File: src/rtl/regfile_pkg.sv
// Shared definitions for the register-file write path: widths, the hard-wired
// zero register and the write-issue FSM encoding.
package regfile_pkg;

  localparam int REG_ADDR_W = 6;
  localparam int REG_DATA_W = 16;
  localparam logic [REG_ADDR_W-1:0] ZERO_REG = 6'd0;

  typedef enum logic {
    ST_IDLE  = 1'b0,
    ST_ISSUE = 1'b1
  } wr_state_t;

endpackage

File: src/rtl/rr_pick.sv
// Combinational round-robin picker: first set bit of req searched circularly
// from ptr, returned as a one-hot grant plus its binary index.
module rr_pick #(
  parameter int NUM_REQ = 4
) (
  input  logic [NUM_REQ-1:0] req,
  input  logic [2:0]         ptr,
  output logic [NUM_REQ-1:0] gnt,
  output logic [2:0]         idx,
  output logic               any
);

  // Two ordered passes: positions at/after ptr first, then wrap to those below it.
  always_comb begin
    gnt = '0;
    idx = '0;
    any = 1'b0;
    for (int i = 0; i < NUM_REQ; i++) begin
      if (!any && (i >= int'(ptr)) && req[i]) begin
        gnt[i] = 1'b1;
        idx    = 3'(i);
        any    = 1'b1;
      end
    end
    for (int i = 0; i < NUM_REQ; i++) begin
      if (!any && (i < int'(ptr)) && req[i]) begin
        gnt[i] = 1'b1;
        idx    = 3'(i);
        any    = 1'b1;
      end
    end
  end

endmodule

File: src/rtl/regfile_wr_arbiter.sv
// Round-robin arbiter sharing the single register-file write port among
// NUM_REQ writeback sources, with freeze and register-0 write suppression.
module regfile_wr_arbiter
  import regfile_pkg::*;
#(
  parameter int NUM_REQ = 4,
  parameter int ADDR_W  = REG_ADDR_W,
  parameter int DATA_W  = REG_DATA_W
) (
  input  logic                      clk,
  input  logic                      rst,
  input  logic                      freeze,
  input  logic [NUM_REQ-1:0]        req_valid,
  input  logic [NUM_REQ*ADDR_W-1:0] req_addr,
  input  logic [NUM_REQ*DATA_W-1:0] req_data,
  output logic [NUM_REQ-1:0]        req_ready,
  output logic                      wr_en,
  output logic [ADDR_W-1:0]         wr_addr,
  output logic [DATA_W-1:0]         wr_data,
  output logic [2:0]                grant_id,
  output logic [7:0]                drop_cnt
);

  // Handshake: requester i transfers in a cycle where req_valid[i] & req_ready[i];
  // req_ready is a one-hot subset of req_valid and is forced low during freeze or rst.

  wr_state_t            state_q, state_d;
  logic [2:0]           rr_ptr;
  logic [NUM_REQ-1:0]   gnt;
  logic [2:0]           gidx;
  logic                 gany;
  logic                 accept;
  logic                 zero_hit;
  logic [ADDR_W-1:0]    sel_addr;
  logic [DATA_W-1:0]    sel_data;
  logic [2:0]           ptr_next;

  rr_pick #(.NUM_REQ(NUM_REQ)) u_pick (
    .req (req_valid),
    .ptr (rr_ptr),
    .gnt (gnt),
    .idx (gidx),
    .any (gany)
  );

  assign req_ready = (rst || freeze) ? '0 : gnt;
  assign accept    = gany && !freeze && !rst;

  always_comb begin
    sel_addr = '0;
    sel_data = '0;
    for (int i = 0; i < NUM_REQ; i++) begin
      if (gnt[i]) begin
        sel_addr = req_addr[i*ADDR_W +: ADDR_W];
        sel_data = req_data[i*DATA_W +: DATA_W];
      end
    end
  end

  assign zero_hit = (sel_addr == ADDR_W'(ZERO_REG));
  assign ptr_next = (int'(gidx) == NUM_REQ - 1) ? 3'd0 : gidx + 3'd1;

  always_comb begin
    state_d = ST_IDLE;
    if (accept && !zero_hit) state_d = ST_ISSUE;
  end

  always_ff @(posedge clk or posedge rst) begin
    if (rst) state_q <= ST_IDLE;
    else     state_q <= state_d;
  end

  // The ISSUE state is the registered write strobe itself.
  assign wr_en = (state_q == ST_ISSUE);

  always_ff @(posedge clk or posedge rst) begin
    if (rst) begin
      rr_ptr   <= '0;
      wr_addr  <= '0;
      wr_data  <= '0;
      grant_id <= '0;
      drop_cnt <= '0;
    end else if (accept) begin
      rr_ptr   <= ptr_next;
      grant_id <= gidx;
      if (zero_hit) begin
        if (drop_cnt != 8'hFF) drop_cnt <= drop_cnt + 8'd1;
      end else begin
        wr_addr <= sel_addr;
        wr_data <= sel_data;
      end
    end
  end

endmodule
File: config.mk
export PLATFORM = sky130hd
export DESIGN_NAME = regfile_wr_arbiter
export DESIGN_NICKNAME = d
export VERILOG_FILES = /design/src/rtl/regfile_pkg.sv /design/src/rtl/rr_pick.sv /design/src/rtl/regfile_wr_arbiter.sv
export SDC_FILE = /design/constraint.sdc
export NUM_CORES = 1
export LEC_CHECK = 0
export ABC_AREA = 1
export CAP_MARGIN = 10
export CELL_PAD_IN_SITES_DETAIL_PLACEMENT = 1
export CELL_PAD_IN_SITES_GLOBAL_PLACEMENT = 1
export CORE_AREA = 2 2 94 96
export CTS_CLUSTER_DIAMETER = 40
export DETAILED_ROUTE_END_ITERATION = 8
export DIE_AREA = 0 0 96 98
export GPL_ROUTABILITY_DRIVEN = 0
export PLACE_DENSITY_LB_ADDON = 0.1
export SYNTH_ARGS = -nofsm -noshare
export SYNTH_HDL_FRONTEND = slang
export SYNTH_SLANG_ARGS = --single-unit
File: constraint.sdc
create_clock -name clk -period 3 [get_ports clk]
set_input_delay 0.6 -clock clk [delete_from_list [all_inputs] [get_ports clk]]
set_output_delay 0.6 -clock clk [all_outputs]
set_load 0.02 [all_outputs]
Word level (Yosys, flattened, before mapping) --
Cells that the tools add are included.
Operators by class: add/subtract/negate cells 2, magnitude comparators 8, equal/unequal tests 2, multiplexer cells 33, bitwise gates (word level) 1, reductions and logical operators 32
Operator list (count):
- $mux W16 | 4
- $mux W6 | 4
- $logic_and A1 B1 Y1 | 18
- $mux W1 | 17
- $mux W2 | 6
- $logic_not A1 Y1 | 10
- $add A8 B1 Y8 const B | 1
- $ne A8 B8 Y1 const B | 1
- $ge A1 B3 Y1 const A | 2
- $ge A2 B3 Y1 const A | 2
- $logic_not A6 Y1 | 1
- $lt A1 B3 Y1 const A | 2
- $lt A2 B3 Y1 const A | 2
- $mux W4 | 1
- $add A3 B1 Y3 const B | 1
- $eq A3 B3 Y1 const B | 1
- $mux W3 | 1
- $reduce_and A3 Y1 | 1
- $reduce_and A2 Y1 | 1
- $logic_or A1 B1 Y1 | 1
- $not A1 Y1 | 1
Word-level totals: bits in registers 37, input port bits 95, output and inout bits 38

Logic depth before layout (Yosys ltp) --
depth in word-level cells 36, mapped depth 16, depth with buffers taken out 14

Cells and area by module --
A second synthesis with hierarchy kept.
Second synthesis, totals: cells, all modules 397, area, all modules 2642.5 µm²
By module, submodules not included:
- regfile_wr_arbiter | times used 1, cells each 361, area each 2444.8 µm², sequential area each 925.9 µm²
- rr_pick | times used 1, cells each 36, area each 197.7 µm², sequential area each 0.0 µm²

Worst setup path before layout --
Ideal clock, no wire load.
path type input to output, start point in req_valid[1], end point out req_ready[3], arrival 1.817 ns, slack 0.583 ns, stages on the path 7, path buffers 2, cells stage by stage nand2_2 nand3_2 nor2_2 buf_2 buf_1 inv_1 nor2_1
Between the ends: word-level cells in the longest chain between the ends 27
Ends and longest elaborated chain:
- start, declared | RTL line regfile_wr_arbiter.sv:13 | input logic [NUM_REQ-1:0] req_valid,
- $logic_and A1 B1 Y1 | RTL line rr_pick.sv:19 | if (!any && (i >= int'(ptr)) && req[i]) begin
- $mux W1 | RTL line rr_pick.sv:19
- $logic_not A1 Y1 | RTL line rr_pick.sv:19
- $logic_and A1 B1 Y1 (2 in a row) | RTL line rr_pick.sv:19
- $mux W1 | RTL line rr_pick.sv:19
- $logic_not A1 Y1 | RTL line rr_pick.sv:19
- $logic_and A1 B1 Y1 (2 in a row) | RTL line rr_pick.sv:19
- $mux W1 | RTL line rr_pick.sv:19
- [7 not listed]
- $mux W1 | RTL line rr_pick.sv:26 | if (!any && (i < int'(ptr)) && req[i]) begin
- $logic_not A1 Y1 | RTL line rr_pick.sv:26
- $logic_and A1 B1 Y1 (2 in a row) | RTL line rr_pick.sv:26
- $mux W1 | RTL line rr_pick.sv:26
- $logic_not A1 Y1 | RTL line rr_pick.sv:26
- $logic_and A1 B1 Y1 (2 in a row) | RTL line rr_pick.sv:26
- $mux W1 (*) | RTL line rr_pick.sv:26
- $mux W4 (*) | RTL line regfile_wr_arbiter.sv:46 | assign req_ready = (rst || freeze) ? '0 : gnt;
- end, declared | RTL line regfile_wr_arbiter.sv:16 | output logic [NUM_REQ-1:0] req_ready,
Every way passes the cells marked *; elsewhere a longest branch is shown, timed or not.

Worst setup path after layout --
Same ends and word-level chain as after synthesis.

==> impl_results.rst <==
.. list-table::
   :header-rows: 1

   * - Metric
     - Value
   * - Result of the run
     - finished clean
   * - Kind of start point of the critical path
     - input pin
   * - Power after layout
     - 2.27 mW
   * - Worst setup timing slack at the placement stage
     - 0.0590 ns
   * - Number of setup buffers added after CTS
     - 0
   * - Post-synth EDFFs
     - 0
   * - Cell type with the highest aggregate area in the netlist
     - sky130_fd_sc_hd__dfrtp_1
   * - Clock buffers created by TritonCTS
     - 5
   * - Upper clock frequency limit
     - around 0.35 GHz
   * - Number of global-route vias before repair
     - approximately 2600
   * - Count of placed standard cells in the final layout, fillers left out
     - 549
   * - Root buffer cell
     - sky130_fd_sc_hd__clkbuf_8
   * - Ratio of final minimum period to clock period
     - 0.948
   * - Internal power contribution
     - 1.40 mW
   * - Row Count
     - 34
   * - Unique cell type count in the Yosys netlist
     - 29
   * - CTS tree
     - built
   * - Growth of design area from synthesis to finish
     - 70.6%
   * - Number of buffers added on ports
     - approximately 130
   * - Portion of total power attributed to sequential cells
     - 0.307
   * - Final Routed Wirelength
     - 7500 µm
   * - Crit path required time
     - roughly 2.4 ns
   * - R2r startpoint
     - rr_ptr[0]
   * - Part of the total power dissipated in combinational logic
     - 0.499
   * - Setup TNS
     - 0 ns
   * - Yosys top cell area share
     - 0.396
   * - Mapped Cells
     - approximately 310
   * - Number of violations reported at the end of detailed-routing iteration 0
     - 28
   * - Hold/Removal Path Class
     - reg2reg
   * - Standby leakage power
     - 1.70 nW
   * - Clk network pwr share
     - 0.194
   * - Length in cells of the worst reg-to-reg path
     - 14
   * - Via density
     - 4.58
   * - First drt pass iteration count
     - 2
   * - Startpoint of the most critical setup path
     - req_valid[1]
   * - # hold bufs at CTS
     - 0
   * - Endpoint of the most critical setup path
     - req_ready[3]
   * - P_sw
     - 870 µW
   * - Worst setup path category
     - in2out
   * - Starting density of the core
     - 0.261
   * - First-pass GRT wire length
     - approximately 12000 µm
   * - Die Area
     - around 9400 µm²
   * - Final Max Tran Viols
     - 0
   * - Top FF cell, synth
     - sky130_fd_sc_hd__dfrtp_1
   * - Kind of end point of the critical path
     - output port
   * - Number of cells upsized or downsized after cts
     - 0
   * - Width of the die
     - around 96 µm
   * - Portion of the post-synthesis area used by sequential elements
     - 0.396
   * - Total Routing Usage GR
     - 0.167
   * - Antenna violations before repair
     - 0
   * - Post-DRT Antenna Nets
     - 0
   * - Setup repair after global routing missed its margin
     - no
   * - R2R Setup Slk
     - 0.80 ns
   * - Signal arrival time at the worst endpoint
     - 2.24 ns
   * - Power per Cell Area
     - 602 nW/µm²
   * - Share of final-layout standard cells stronger than drive strength 1
     - 0.104
   * - Maximum root-to-sink buffer count
     - 2
   * - Yosys synthesis warning count
     - 0
   * - Worst reg2reg path endpoint
     - drop_cnt[1]
   * - Post-placement cell count
     - 541
   * - Worst voltage drop across the vdd grid
     - 0.222 mV
   * - Core outline area
     - 8470 µm²
   * - Total inserted antenna cells
     - 0
   * - Switching power share of the total
     - 0.383
   * - Y dimension of the die
     - around 98 µm
   * - Total of endpoints with negative setup slack in the final report
     - 0
   * - Maximum number of pins on one net before global-route repair
     - 36
   * - Final hold viol count
     - 0
   * - Post-Layout Inst Area
     - between 3000 and 4000 µm²
   * - Final period demand of the worst path
     - between 2 and 3 ns
   * - CP max FO
     - 3
   * - Remaining Overflow, GRT
     - 0
   * - Biggest area contributors in the synthesized netlist
     - sky130_fd_sc_hd__dfrtp_1, sky130_fd_sc_hd__nand2_1, sky130_fd_sc_hd__nand3_1, sky130_fd_sc_hd__a21oi_1, sky130_fd_sc_hd__nand4_1
   * - WL per Instance
     - 13.7 µm
   * - Share of async-settable or async-resettable flops after synthesis
     - 1.00
   * - Net Count, Synth
     - approximately 400
   * - Smallest setup slack after layout
     - 0.156 ns
   * - Via count
     - about 2500
   * - Most used standard cells in the synthesized netlist
     - sky130_fd_sc_hd__nand2_1, sky130_fd_sc_hd__dfrtp_1, sky130_fd_sc_hd__nand3_1
   * - Yosys reg bits
     - 35
   * - Total cell area at the placement stage
     - between 3000 and 4000 µm²
   * - Synthesized area divided by synthesized cell count
     - 7.23 µm²
   * - Clock slew seen by the registers of the worst setup and hold paths
     - approximately 0.070 ns
   * - Post-layout net count
     - 536
   * - Clock tree sinks
     - 35
   * - Clock skew
     - 0.00553 ns
   * - Library cell with the highest instance count after synthesis
     - sky130_fd_sc_hd__nand2_1
   * - Boundary pin count
     - 133
   * - H-tree depth
     - 2
   * - Max-capacitance violation count
     - 0
   * - Post-Syn Area
     - between 2000 and 2500 µm²
   * - Clk Latency, worst-skew pair
     - 0.28 ns
   * - Detailed placer's ending HPWL
     - 5900 µm
   * - Post-route DRC
     - 0
layout make-up:
type | instances | area, µm²
fill | 1027 | 4690
clock buffer | 6 | 82.6
inverter | 15 | 56.3
sequential | 35 | 876
clock inverter | 2 | 35.0
tap | 108 | 135
timing repair buffer | 141 | 1400
multi-input combinational | 242 | 1180
worst max-delay path, stage by stage:
cell and delay, ns:
sky130_fd_sc_hd__clkdlybuf4s50_1 0.47, sky130_fd_sc_hd__nand2_2 0.14, sky130_fd_sc_hd__nand3_2 0.12, sky130_fd_sc_hd__nor2_2 0.14, sky130_fd_sc_hd__inv_1 0.07, sky130_fd_sc_hd__nor2_1 0.09
sky130_fd_sc_hd__clkdlybuf4s50_1 0.60
per-stage QoR:
step           utilization  hold slack, ns
5_1_grt              0.445           0.519
4_1_cts              0.445           0.491
3_5_place_dp         0.431           0.472
6_report             0.445           0.488
2_1_floorplan            -           0.537
3_3_place_gp         0.431           0.464
how the worst min path moves through the flow:
stage	startpoint	end	slack [ns]	depth (start not counted)
after detailed placement	wr_data[3]	wr_data[3]	0.47	2
after CTS	wr_data[3]	wr_data[3]	0.49	2
final	wr_data[3]	wr_data[3]	0.49	2
after global placement	wr_addr[3]	wr_addr[3]	0.46	2
after floorplan	rr_ptr[0]	rr_ptr[0]	0.54	2
after global routing	wr_data[15]	wr_data[15]	0.52	2
cell families (layout without fill, tap and decap cells):
kind of cell               after synthesis  after routing  synth area share
and+or+nand+nor                        193            193             0.396
other                                    1              1           0.00170
xor gates and xnor gates                 6              6            0.0238
buffers and inverters                   29            164            0.0690
DFF                                     35             35             0.396
adders and majority gates                1              1           0.00566
AOI/OAI and AO/OA                       41             41             0.108
layer usage:
metal | global-route usage | share of wire | vias up
li1 | - | - | 1269
met1 | 0.185 | 0.40 | 1158
met2 | 0.298 | 0.51 | 76
met3 | 0.0579 | 0.070 | 10
met4 | 0.0407 | 0.014 | 0
met5 | 0 | 0 | -
registers in the layout, summed over array words and instances (netlist names):
name and cells:
wr_en 1, grant_id 2, drop_cnt 8, wr_addr 6
wr_data 16, rr_ptr 2
power by group through the flow:
stage                     sequential [mW]  clock [mW]  combinational (mW)
final                               0.697       0.442                1.13
after global routing                0.718       0.478                1.26
after detailed placement            0.705           0                1.16
after global placement              0.700           0                1.15
after floorplan                     0.857           0               0.462
after CTS                           0.700       0.457                1.16
cells in the final DEF, fill, tap and decap left out, types with 2 or more instances in the layout:
| cell type | synthesis | layout |
|---|---|---|
| sky130_fd_sc_hd__dfrtp_1 | 35 | 35 |
| sky130_fd_sc_hd__a21oi_1 | 20 | 20 |
| sky130_fd_sc_hd__nand4_2 | 3 | 3 |
| sky130_fd_sc_hd__nor2_4 | 2 | 2 |
| sky130_fd_sc_hd__clkdlybuf4s50_1 | 0 | 129 |
| sky130_fd_sc_hd__nand3_2 | 5 | 5 |
| sky130_fd_sc_hd__buf_4 | 2 | 9 |
| sky130_fd_sc_hd__xnor2_1 | 2 | 2 |
| sky130_fd_sc_hd__nand4_1 | 12 | 12 |
| sky130_fd_sc_hd__o21ai_0 | 2 | 2 |
| sky130_fd_sc_hd__o21ai_2 | 4 | 4 |
| sky130_fd_sc_hd__nor3_1 | 3 | 3 |
| sky130_fd_sc_hd__inv_1 | 9 | 9 |
| sky130_fd_sc_hd__nor2_1 | 12 | 12 |
| sky130_fd_sc_hd__nand2_1 | 127 | 127 |
| sky130_fd_sc_hd__dlymetal6s2s_1 | 0 | 2 |
| sky130_fd_sc_hd__nand2_2 | 5 | 5 |
| sky130_fd_sc_hd__o21ai_1 | 12 | 12 |
| sky130_fd_sc_hd__clkbuf_8 | 0 | 6 |
| sky130_fd_sc_hd__nand3_1 | 22 | 22 |
| sky130_fd_sc_hd__nor2_2 | 2 | 2 |
| sky130_fd_sc_hd__inv_2 | 6 | 6 |
| sky130_fd_sc_hd__xor2_1 | 4 | 4 |
Power figures use the tool's default switching activity.
